**src/rtl/mips_io_soc.sv**
```systemverilog
// mips_io_soc: key-press counter shown on LEDs and multiplexed tubes, low byte echoed over UART.
module mips_io_soc #(
   parameter int BAUD_DIV = 217,
   parameter int SCAN_DIV = 1024
) (
   input  logic        clk_in,
   input  logic        sys_rstn,
   input  logic        uart_rxd,
   output logic        uart_txd,
   input  logic        uart_rxd2,
   output logic        uart_txd2,
   input  logic [7:0]  dip_switch0,
   input  logic [7:0]  dip_switch1,
   input  logic [7:0]  dip_switch2,
   input  logic [7:0]  dip_switch3,
   input  logic [7:0]  dip_switch4,
   input  logic [7:0]  dip_switch5,
   input  logic [7:0]  dip_switch6,
   input  logic [7:0]  dip_switch7,
   input  logic [7:0]  user_key,
   output logic [31:0] led_light,
   output logic [7:0]  digital_tube0,
   output logic [3:0]  digital_tube_sel0,
   output logic [7:0]  digital_tube1,
   output logic [3:0]  digital_tube_sel1,
   output logic [7:0]  digital_tube2,
   output logic        digital_tube_sel2
);
   localparam int BW = $clog2(BAUD_DIV);
   localparam int SW = $clog2(SCAN_DIV);
   localparam logic [7:0] GLYPH [16] = '{8'hC0, 8'hF9, 8'hA4, 8'hB0, 8'h99, 8'h92, 8'h82, 8'hF8,
                                         8'h80, 8'h90, 8'h88, 8'h83, 8'hC6, 8'hA1, 8'h86, 8'h8E};
   typedef enum logic {TX_IDLE, TX_SEND} tx_state_t;
   logic [7:0]    k1_q, k2_q, k3_q, ev;
   logic [31:0]   count_q, count_d, led_q, dip;
   logic [2:0]    lk_q, lk_d;
   logic [1:0]    idx_q;
   logic [SW-1:0] scan_q;
   logic          scan_last;
   tx_state_t     st_q, st_d;
   logic [BW-1:0] baud_q, baud_d;
   logic          baud_last;
   logic [3:0]    bit_q, bit_d;
   logic [9:0]    sh_q, sh_d;
   logic          pend_q, pend_d;
   logic [7:0]    byte_q, byte_d;
   logic          txd2_q;
   logic [3:0]    nib0, nib1;
   logic          unused;
   assign unused = ^{uart_rxd, dip_switch4, dip_switch5, dip_switch6, dip_switch7};
   // keys idle high; a press is a synchronized high-to-low transition
   assign ev = k3_q & ~k2_q;
   assign dip = {~dip_switch3, ~dip_switch2, ~dip_switch1, ~dip_switch0};
   assign count_d = ev[2] ? 32'd0 : ev[1] ? dip : ev[0] ? count_q + 32'd1 : count_q;
   assign scan_last = scan_q == SW'(SCAN_DIV - 1);
   assign baud_last = baud_q == BW'(BAUD_DIV - 1);
   always_comb begin
      lk_d = lk_q;
      for (int i = 7; i >= 0; i--) if (ev[i]) lk_d = 3'(i);
   end
   always_comb begin
      st_d = st_q;
      baud_d = baud_q;
      bit_d = bit_q;
      sh_d = sh_q;
      pend_d = pend_q;
      byte_d = byte_q;
      if (st_q == TX_IDLE && pend_q) begin
         st_d = TX_SEND;
         baud_d = '0;
         bit_d = '0;
         sh_d = {1'b1, byte_q, 1'b0};
         pend_d = 1'b0;
      end else if (st_q == TX_SEND) begin
         baud_d = baud_last ? '0 : baud_q + 1'b1;
         if (baud_last) begin
            sh_d = {1'b1, sh_q[9:1]};
            bit_d = bit_q + 1'b1;
            st_d = (bit_q == 4'd9) ? TX_IDLE : TX_SEND;
         end
      end
      // single pending slot: the newest changed value wins
      if (count_d != count_q) begin
         pend_d = 1'b1;
         byte_d = count_d[7:0];
      end
   end
   always_ff @(posedge clk_in) begin
      if (sys_rstn) begin
         k1_q <= '1;
         k2_q <= '1;
         k3_q <= '1;
         count_q <= '0;
         lk_q <= '0;
         led_q <= '1;
         idx_q <= '0;
         scan_q <= '0;
         st_q <= TX_IDLE;
         baud_q <= '0;
         bit_q <= '0;
         sh_q <= '1;
         pend_q <= 1'b0;
         byte_q <= '0;
         txd2_q <= 1'b1;
      end else begin
         k1_q <= user_key;
         k2_q <= k1_q;
         k3_q <= k2_q;
         count_q <= count_d;
         lk_q <= lk_d;
         led_q <= ~count_q;
         scan_q <= scan_last ? '0 : scan_q + 1'b1;
         idx_q <= idx_q + {1'b0, scan_last};
         st_q <= st_d;
         baud_q <= baud_d;
         bit_q <= bit_d;
         sh_q <= sh_d;
         pend_q <= pend_d;
         byte_q <= byte_d;
         txd2_q <= uart_rxd2;
      end
   end
   assign nib0 = idx_q == 2'd0 ? count_q[3:0] : idx_q == 2'd1 ? count_q[7:4] :
                 idx_q == 2'd2 ? count_q[11:8] : count_q[15:12];
   assign nib1 = idx_q == 2'd0 ? count_q[19:16] : idx_q == 2'd1 ? count_q[23:20] :
                 idx_q == 2'd2 ? count_q[27:24] : count_q[31:28];
   assign uart_txd = (st_q == TX_IDLE) | sh_q[0];
   assign uart_txd2 = txd2_q;
   assign led_light = led_q;
   assign digital_tube0 = GLYPH[nib0];
   assign digital_tube1 = GLYPH[nib1];
   assign digital_tube2 = GLYPH[{1'b0, lk_q}];
   assign digital_tube_sel0 = 4'b0001 << idx_q;
   assign digital_tube_sel1 = 4'b0001 << idx_q;
   assign digital_tube_sel2 = 1'b1;
endmodule

```
**config.mk**
```make
export PLATFORM = sky130hd
export DESIGN_NAME = mips_io_soc
export DESIGN_NICKNAME = d
export VERILOG_FILES = /design/src/rtl/mips_io_soc.sv
export SDC_FILE = /design/constraint.sdc
export NUM_CORES = 1
export LEC_CHECK = 0
export ABC_AREA = 0
export CAP_MARGIN = 40
export CORE_ASPECT_RATIO = 1.2
export CORE_UTILIZATION = 56
export DETAILED_ROUTE_END_ITERATION = 10
export PLACE_DENSITY = 0.95
export SLEW_MARGIN = 5
export SYNTH_ARGS = -nofsm -noshare
export SYNTH_HDL_FRONTEND = slang
export SYNTH_SLANG_ARGS = --single-unit
```
**constraint.sdc**
```tcl
create_clock -name clk_in -period 5.5 [get_ports clk_in]
set_input_delay 0.55 -clock clk_in [delete_from_list [all_inputs] [get_ports clk_in]]
set_output_delay 0.55 -clock clk_in [all_outputs]
set_load 0.005 [all_outputs]
```
Yosys cells after proc, flatten, opt, wreduce, memory -nomap -nowiden:

Memory sizes are Yosys's and may differ from the RTL's.
Cells that the tools add are included.

* add/subtract/negate cells: 5
* multiply operators: 0
* div/mod/pow operators: 0
* order comparisons: 3
* equality and inequality tests: 6
* shift operators: 1
* mux-type cells: 32
* bitwise logic cells: 12
* reductions and logical operators: 15

Operators with widths (count)
* $mux 32: 3
* $mux 8: 7
* $not 8->8: 5
* $add 32x1->32 const B: 1
* $ne 32x32->1: 1
* $not 32->32: 1
* $mux 9: 3
* $mux 4: 6
* $ge 5x5->1 const B: 3
* $mux 3: 4
* $add 10x1->10 const B: 1
* $eq 10x10->1 const B: 1
* $not 4->5: 2
* $add 8x1->8 const B: 1
* $and 8x8->8: 1
* $eq 8x8->1 const B: 1
* $mux 1: 7
* $reduce_bool 7->1: 1
* $reduce_bool 2->1: 3
* $reduce_bool 6->1: 1
* $reduce_or 2->1: 3
* $not 3->5: 1
* $reduce_or 5->1: 1
* $add 4x1->4 const B: 1
* other kinds (13): 15

* register bits: 135
* bits in latches: 0
* RAM bits: 0
* bits in read-only memories: 384
* input bits: 76
* output and inout bits: 67
* memories kept: 3

Memory list
* (name not given): words 16, bits a word 8, read ports 1, clocked after memory_dff 0, wr ports 0, RTL line 132 `assign digital_tube2 = GLYPH[{1'b0, lk_q}];`
* (name not given): words 16, bits a word 8, read ports 1, clocked after memory_dff 0, wr ports 0, RTL line 131 `assign digital_tube1 = GLYPH[nib1];`
* (name not given): words 16, bits a word 8, read ports 1, clocked after memory_dff 0, wr ports 0, RTL line 130 `assign digital_tube0 = GLYPH[nib0];`

Depth between registers and ports, before layout:

Gate-level depths: netlist of the first run.

* word-level depth: 9
* mapped depth: 10

Worst setup path before layout of the first run:

No wires, ideal clock.

* kind: flip-flop to flip-flop
* start: register count_q[0]
* end: register byte_q[0]
* arrival: 2.637 ns
* required time: 5.379 ns
* path slack: 2.741 ns
* stages on the path, launching flop included: 10
* buffers on the path: 1
* period minus slack after synthesis: 2.759 ns
* cells stage by stage: dfxtp_1 ha_1 nand4b_1 or3_1 buf_2 or4_4 or3_4 o32ai_4 nor4_4 mux2_4

* word-level cells in the longest chain between the ends: 5

Ends and longest elaborated chain
* start, declared: RTL line 35 `logic [31:0] count_q, count_d, led_q, dip;`
* start signal, assigned: RTL line 109 `count_q <= count_d;`
* $add 32x1->32: RTL line 54 `assign count_d = ev[2] ? 32'd0 : ev[1] ? dip : ev[0] ? count_q + 32'd1 : count_q;`
* $mux 32 (3 in a row): RTL line 54
* $ne 32x32->1: RTL line 83 `if (count_d != count_q) begin`
* end signal, assigned: RTL line 119 `byte_q <= byte_d;`
* end, declared: RTL line 46 `logic [7:0] byte_q, byte_d;`

Several ways; a longest one is shown, not always the timed one.
A chain may end at the register's enable or synchronous reset.

Worst setup path after layout of the first run:

* start: register idx_q[1]
* end: output digital_tube0[3]

* word-level cells in the longest chain between the ends: 8

Ends and longest elaborated chain
* start, declared: RTL line 37 `logic [1:0] idx_q;`
* start signal, assigned: RTL line 113 `idx_q <= idx_q + {1'b0, scan_last};`
* $eq 2x2->1: RTL line 124 `idx_q == 2'd2 ? count_q[11:8] : count_q[15:12];`
* $mux 4: RTL line 124
* $mux 4: RTL line 123 `assign nib0 = idx_q == 2'd0 ? count_q[3:0] : idx_q == 2'd1 ? count_q[7:4] :`
* $mux 4 (*): RTL line 123
* $not 4->5 (not written as such) (*): RTL line 130
* $mem_v2 16x8 (*)
* $mux 8 (not written as such) (*) (2 in a row): RTL line 130
* end, declared: RTL line 22 `output logic [7:0] digital_tube0,`

Every way passes the cells marked *; elsewhere a longest branch is shown, timed or not. The select of a mux whose other input is x is not followed.

==> results of run 1 <==
==> cell type report <==
cell class / count / area [um2]
antenna: 1 / 2.50
clock buffer: 17 / 425
clock inverter: 14 / 163
fill: 866 / 3570
inverter: 22 / 82.6
multi-input combinational: 565 / 3920
sequential: 135 / 2700
tap: 161 / 201
timing repair buffer: 110 / 1090
==> sequential cells by signal, summed over array words and instances (netlist names) <==
signal,flops
bit_q,4
baud_q,8
sh_q,9
k3_q,8
count_q,32
lk_q,3
st_q,1
byte_q,8
scan_q,10
k1_q,8
pend_q,1
uart_txd2,1
idx_q,2
k2_q,8
led_light,32
==> Yosys cell counts, types with 24 or more instances <==
master / n / area [um2]
ha_1: 24 / 300
dfxtp_1: 135 / 2700
o21ai_0: 30 / 150
xnor2_1: 28 / 245
nor2_1: 75 / 282
nand2b_1: 49 / 307
nand2_1: 47 / 176
a211oi_1: 34 / 255
nand3_1: 28 / 140
clkbuf_1: 38 / 143
or2_2: 29 / 181
==> worst max-delay path, stage by stage, from the launching register on <==
cell	delay, ns
dfxtp_1	0.72
mux4_2	0.67
inv_1	0.16
ha_1	0.27
mux4_2	0.46
clkdlybuf4s50_1	0.45
==> layout by cell type (no fill, tap or decap), drive strengths merged, types with 9 or more instances in the layout <==
master         Yosys  final
nor3              15     15
mux2              15     15
xor2              22     22
mux4              10     10
nor2b             17     17
a21oi             15     15
clkbuf            38     17
and3b             11     11
o22ai             15     15
nor4               9      9
inv               22     28
nor2              75     75
nand2b            49     49
or2               30     30
nand2             47     47
xnor2             28     28
nand4             16     16
a211oi            34     34
ha                24     24
o21ai             33     33
nand3             28     28
dfxtp            135    135
clkdlybuf4s50      0    104
==> power groups by stage <==
stage	combinational (mW)	sequential, mW	clock [mW]
floorplan	0.208	1.07	0
global placement	0.291	1.10	0
detailed placement	0.302	1.10	0
CTS	0.307	1.08	1.13
global route	0.334	1.09	1.19
finish	0.310	1.08	1.12
==> layer usage <==
layer / global-route usage / part of all wire / routed length, um / vias to the layer above
li1: - / - / - / 2863
met1: 0.330 / 0.39 / 6850 / 2799
met2: 0.462 / 0.49 / 8630 / 402
met3: 0.0801 / 0.089 / 1580 / 90
met4: 0.131 / 0.037 / 650 / 2
met5: 0 / 0.0019 / 34 / -
==> path summary, 6_finish.rpt <==
kind                              start                     end  slack (ns)  depth (start not counted)
setup / recovery    idx_q[1]$_SDFF_PP0_        digital_tube0[3]        1.81                          5
hold / removal       k1_q[0]$_SDFF_PP1_      k2_q[0]$_SDFF_PP1_        0.41                          1
setup reg to reg  count_q[0]$_SDFF_PP0_  byte_q[4]$_SDFFE_PP0P_        2.06                          8
hold reg to reg      k1_q[0]$_SDFF_PP1_      k2_q[0]$_SDFF_PP1_        0.41                          1
==> through the flow <==
step                      hold WS (ns)  worst slack (ns)
after CTS                        0.408              1.79
final                            0.409              1.81
after global placement           0.391              2.20
after global routing             0.421              1.67
after detailed placement         0.394              2.16
after floorplan                  0.389              2.74
==> cell families after synthesis <==
logic type | Yosys count | synth area share
multiplexers | 31 | 0.0692
adder cells (fa/ha/maj) | 24 | 0.0429
buffers and inverters | 89 | 0.0565
XOR/XNOR | 50 | 0.0626
flip-flops | 135 | 0.386
other | 1 | 0.000536
AO/OA/AOI/OAI | 131 | 0.130
AND/OR/NAND/NOR | 325 | 0.252
==> impl_summary.log, run 1 <==
[metrics] post-synthesis to final-layout area growth: 22.8%
[metrics] power consumption: roughly 2.5 mW
[metrics] peak clock frequency supported by timing: approximately 270 MHz
[metrics] Clock Latency Late Sink: between 0.4 and 0.5 ns
[metrics] relative slew slack: 0.417
[metrics] ANT nets after route: 0
[metrics] share of post-route cells with drive strength above 1: 0.118
[metrics] clock input transition at the sequential cells of the worst setup and hold paths: ~0.060 ns
[metrics] category of the most critical setup path: reg -> out
[metrics] number of violations of the max-capacitance limit: 0
[metrics] vias after detailed routing: between 6,000 and 7,000
[metrics] Comb pwr share: 0.123
[metrics] placed inst area: approximately 0.0080 mm2
[metrics] overall overflow remaining after global route: 0
[metrics] share of synthesized area occupied by flip-flops and latches: 0.386
[metrics] Worst Setup End Kind: output port
[metrics] critical path launch point type: flop
[metrics] Slew Viols, Final: 0
[metrics] vertical die dimension: approximately 120 um
[metrics] post-synthesis cell type count: 64
[metrics] worst-case clock buffer depth: 2
[metrics] peak ir drop on the vdd network: 0.213 mV
[metrics] Post-Synthesis Mean Instance Area: just under 9 um2
[metrics] CP required: between 4 and 5 ns
[metrics] cell total after placement: a little under 1,000
[metrics] Overall Global Routing Usage: 0.278
[metrics] count of hold-fix buffers inserted at cts: 0
[metrics] crit-path max FO: 13
[metrics] HPWL after DPL: approximately 12,000 um
[metrics] number of flops mapped to enable cells by yosys: 0
[metrics] core area: 0.0122 mm2
[metrics] Finished Cell Area: about 0.0086 mm2
[metrics] Routed Wire Length: between 15,000 and 20,000 um
[metrics] post-synthesis async set-or-reset flop share: 0
[metrics] via count of the first global-routing pass: slightly below 6,000
[metrics] die area: 0.0129 mm2
[metrics] effective utilization at floorplan: 0.575
[metrics] setup TNS: 0 ns
[metrics] clock root buffer master: clkbuf_16
[metrics] Routed WL per cell: 17.3 um
[metrics] DRT iter0 DRCs: 741
[metrics] Setup Fix Bufs, Post-CTS: 0
[metrics] Cell Int Power: 1.87 mW
[metrics] maximum number of pins on one net before global-route repair: slightly below 90
[metrics] remaining routing DRC violations: 0
[metrics] post-route clock period utilization: 0.672
[metrics] class of the tightest hold or removal check: reg -> reg
[metrics] Die Wd: roughly 100 um
[metrics] Post-Syn Area: roughly 0.007 mm2
[metrics] final core utilization: 0.706
[metrics] minimum period implied by the final worst setup slack: between 3 and 4 ns
[metrics] Via density: 6.01
[metrics] Cell Rows: 44
[metrics] leak pwr: between 3 and 4 nW
[metrics] Power per Cell Area: roughly 290 mW/mm2
[metrics] data arrival at the endpoint of the critical path: 3.14 ns
[metrics] part of the power in registers: 0.431
[metrics] H-tree lvl count: 4
[metrics] outcome: finished clean
[metrics] antenna violations before repair: 1
[metrics] clock tree from TritonCTS: done
[metrics] global-route wire length before repair: between 20,000 and 30,000 um
[metrics] total number of nets in the final design: 951
[metrics] proportion of power drawn by the clock network: 0.446
[metrics] clock sink count: 135
[metrics] Final Hold Violating Endpoints: 0
[metrics] total of endpoints with negative setup slack in the final report: 0
[metrics] number of buffers created by CTS: 17
[metrics] setup skew after layout: around 0.0086 ns
[metrics] setup repair after global routing missed its margin: no
[metrics] IO Port Bufs: about 110
[metrics] Finished Layout Cells: 1,025
[metrics] I/O pins: ~140
[metrics] global placer's final weighted congestion: approximately 0.98
[metrics] Sw Share: 0.258
[metrics] slew at the pin with the worst max-slew slack: 0.868 ns
[metrics] total of flip-flops plus latches after synthesis: roughly 140
[metrics] count of synthesis-stage warnings from yosys: 0
[metrics] number of optimization iterations in the first detailed-route pass: 6
[metrics] Main synth FF type: dfxtp_1
[metrics] post-cts resize count: 0
[metrics] number of instances in the synthesized netlist: roughly 800
[metrics] switching power summed over all nets: roughly 0.65 mW
(Power assumes the default switching activity.)
==> inputs of run 2 (changes only) <==
--- a/config.mk
+++ b/config.mk
@@ -8,9 +8,9 @@
 export ABC_AREA = 0
 export CAP_MARGIN = 40
 export CORE_ASPECT_RATIO = 1.2
-export CORE_UTILIZATION = 56
+export CORE_UTILIZATION = 52
 export DETAILED_ROUTE_END_ITERATION = 10
-export PLACE_DENSITY = 0.95
+export PLACE_DENSITY = 0.92
 export SLEW_MARGIN = 5
 export SYNTH_ARGS = -nofsm -noshare
 export SYNTH_HDL_FRONTEND = slang
==> constraint.sdc (replaced) <==
create_clock -name clk_in -period 3.63 [get_ports clk_in]
set_input_delay 0.363 -clock clk_in [delete_from_list [all_inputs] [get_ports clk_in]]
set_output_delay 0.363 -clock clk_in [all_outputs]
set_load 0.005 [all_outputs]
==> run 2 against run 1 <==
Utilization decreased by 4.9 points. Critical path type unchanged. Wire length up 4.4%. Sequential cell count stayed put. Largest power group unchanged. Hold slack lost 0.00078 ns. Highest routed layer is now met4.
==> impl_summary.log, run 2 (synthesis gave the netlist of run 1 again) <==
[metrics] outcome: finished clean (unchanged)
[metrics] ANT nets after route: 0 (unchanged)
[metrics] CP Cell Sequence: mux4_2 -> inv_1 -> ha_1 -> mux4_2 -> clkdlybuf4s50_1 (unchanged)
[metrics] Worst Setup End Kind: output port (unchanged)
[metrics] final-layout worst hold slack: 0.408 ns (was 0.409 ns)
[metrics] leak pwr: 3.20 nW (was 3.14 nW)
[metrics] post-route clock period utilization: 0.897
[metrics] worst-case clock buffer depth: 2 (unchanged)
[metrics] antenna violations before repair: 0 (was 1)
[metrics] post-synthesis to final-layout area growth: 23.8% (was 22.8%)
[metrics] Via density: 5.91 (was 6.01)
[metrics] Hold Path End: k2_q[7]$_SDFF_PP1_ (was k2_q[0]$_SDFF_PP1_)
[metrics] effective utilization at floorplan: 0.531 (was 0.575)
[metrics] DRT iter0 DRCs: 766 (was 741)
[metrics] die area: 0.0139 mm2 (was 0.0129 mm2)
[metrics] Final Hold Violating Endpoints: 0 (unchanged)
[metrics] RR Startpoint: count_q[1]$_SDFF_PP0_ (was count_q[0]$_SDFF_PP0_)
[metrics] total number of nets in the final design: 964 (was 951)
[metrics] peak ir drop on the vdd network: 0.282 mV (was 0.213 mV)
[metrics] final worst slack: 0.375 ns (was 1.81 ns)
[metrics] share of post-route cells with drive strength above 1: 0.131 (was 0.118)
[metrics] maximum number of pins on one net before global-route repair: 87 (was 88)
[metrics] global-route wire length before repair: 29,100 um (was 28,700 um)
[metrics] minimum period implied by the final worst setup slack: approximately 3.3 ns
[metrics] cell with the biggest individual delay on the critical path: mux4_2 (was dfxtp_1)
[metrics] worst hold stages: 1 (unchanged)
[metrics] final core utilization: 0.657 (was 0.706)
[metrics] overall overflow remaining after global route: 0 (unchanged)
[metrics] HPWL after DPL: 13,100 um (was 12,200 um)
[metrics] setup skew after layout: 0.00586 ns (was 0.00861 ns)
[metrics] launch instance of the worst min-delay path: k1_q[7]$_SDFF_PP1_ (was k1_q[0]$_SDFF_PP1_)
[metrics] Setup Fix Bufs, Post-CTS: 0 (unchanged)
[metrics] setup repair after global routing missed its margin: no (unchanged)
[metrics] remaining routing DRC violations: 0 (unchanged)
[metrics] power consumption: 3.76 mW (was 2.52 mW)
[metrics] diodes inserted: 0 (was 1)
[metrics] CP required: 3.27 ns (was 4.95 ns)
[metrics] vias after detailed routing: 6,174 (was 6,156)
[metrics] most used cell, CP: mux4_2 (unchanged)
[metrics] Die Wd: 108 um (was 104 um)
[metrics] pre-CTS setup slack: 0.467 ns (was 2.16 ns)
[metrics] class of the tightest hold or removal check: reg -> reg (unchanged)
[metrics] Cell Rows: 46 (was 44)
[metrics] peak clock frequency supported by timing: between 300 and 400 MHz
[metrics] clock tree from TritonCTS: done (unchanged)
[metrics] relative slew slack: 0.403 (was 0.417)
[metrics] clock sink count: 135 (unchanged)
[metrics] via count of the first global-routing pass: 5,943 (was 5,876)
[metrics] Finished Layout Cells: 1,044 (was 1,025)
[metrics] Finished Cell Area: 0.00866 mm2 (was 0.00859 mm2)
[metrics] Routed WL per cell: 17.7 um (was 17.3 um)
[metrics] Power per Cell Area: 434 mW/mm2 (was 293 mW/mm2)
[metrics] setup TNS: 0 ns (unchanged)
[metrics] post-cts resize count: 0 (unchanged)
[metrics] Register-to-Register Path Depth: 8 (unchanged)
[metrics] clock input transition at the sequential cells of the worst setup and hold paths: 0.06 ns (about the same)
[metrics] count of hold-fix buffers inserted at cts: 0 (unchanged)
[metrics] highest cell delay on the worst timing path: 0.63 ns (was 0.72 ns)
[metrics] cell total after placement: 1,013 (was 993)
[metrics] vertical die dimension: 129 um (was 124 um)
[metrics] H-tree lvl count: 4 (unchanged)
[metrics] clock root buffer master: clkbuf_16 (unchanged)
[metrics] number of optimization iterations in the first detailed-route pass: 8 (was 6)
[metrics] endpoint of the worst register-to-register path: byte_q[1]$_SDFFE_PP0P_ (was byte_q[4]$_SDFFE_PP0P_)
[metrics] Routed Wire Length: 18,500 um (was 17,700 um)
[metrics] total of endpoints with negative setup slack in the final report: 0 (unchanged)
[metrics] category of the most critical setup path: reg -> out (unchanged)
[metrics] critical path launch point type: flop (unchanged)
[metrics] global placer's final weighted congestion: 0.977 (was 0.982)
[metrics] crit-path max FO: 7 (was 13)
[metrics] number of violations of the max-capacitance limit: 0 (unchanged)
[metrics] IO Port Bufs: 105 (unchanged)
[metrics] placed inst area: 0.00810 mm2 (was 0.00800 mm2)
[metrics] leading cell types in the layout, fill and taps excluded: dfxtp_1, clkdlybuf4s50_1, nor2_1 (unchanged)
[metrics] most frequent standard cell in the layout excluding fill and tap cells: dfxtp_1 (unchanged)
[metrics] core area: 0.0132 mm2 (was 0.0122 mm2)
[metrics] data arrival at the endpoint of the critical path: 2.89 ns (was 3.14 ns)
[metrics] I/O pins: 143 (unchanged)
[metrics] r2r setup slk: 0.42 ns (was 2.06 ns)
[metrics] Clock Latency Late Sink: 0.42 ns (about the same)
[metrics] Overall Global Routing Usage: 0.272 (was 0.278)
[metrics] slew at the pin with the worst max-slew slack: 0.889 ns (was 0.868 ns)
[metrics] Slew Viols, Final: 0 (unchanged)
[metrics] number of buffers created by CTS: 17 (unchanged)
[run 2: how the worst max path moves through the flow]
stage / startpoint / endpoint
after floorplan: count_q[0]$_SDFF_PP0_ / byte_q[0]$_SDFFE_PP0P_
after global placement: count_q[1]$_SDFF_PP0_ / byte_q[4]$_SDFFE_PP0P_
after detailed placement: count_q[1]$_SDFF_PP0_ / byte_q[3]$_SDFFE_PP0P_
final: idx_q[1]$_SDFF_PP0_ / digital_tube0[3]
after global routing: idx_q[1]$_SDFF_PP0_ / digital_tube1[3]
after CTS: idx_q[1]$_SDFF_PP0_ / digital_tube0[3]
[run 2: power by group]
part	internal, mW	total [mW]	switching, mW
Clock	0.954	1.64	0.691
Sequential	1.55	1.63	0.0809
Combinational	0.255	0.485	0.230
[run 2: area by class of cell]
cell class	count	area, um2
clock inverter	14	139
tap	168	210
sequential	135	2700
inverter	22	82.6
timing repair buffer	123	1180
clock buffer	17	425
multi-input combinational	565	3920
fill	1040	4520
[run 2: routing by layer]
layer / vias up / global-route usage / routed length [um]
li1: 2888 / - / -
met1: 2851 / 0.334 / 7290
met2: 359 / 0.454 / 9050
met3: 76 / 0.0458 / 1460
met4: 0 / 0.147 / 728
met5: - / 0 / 0
[run 2: worst max-delay path, delay by kind of cell (launching register included)]
family                   cells  cell delay [ns]
multiplexers                 2             1.08
flip-flops                   1             0.52
adder cells (fa/ha/maj)      1             0.27
buffers and inverters        2             0.62
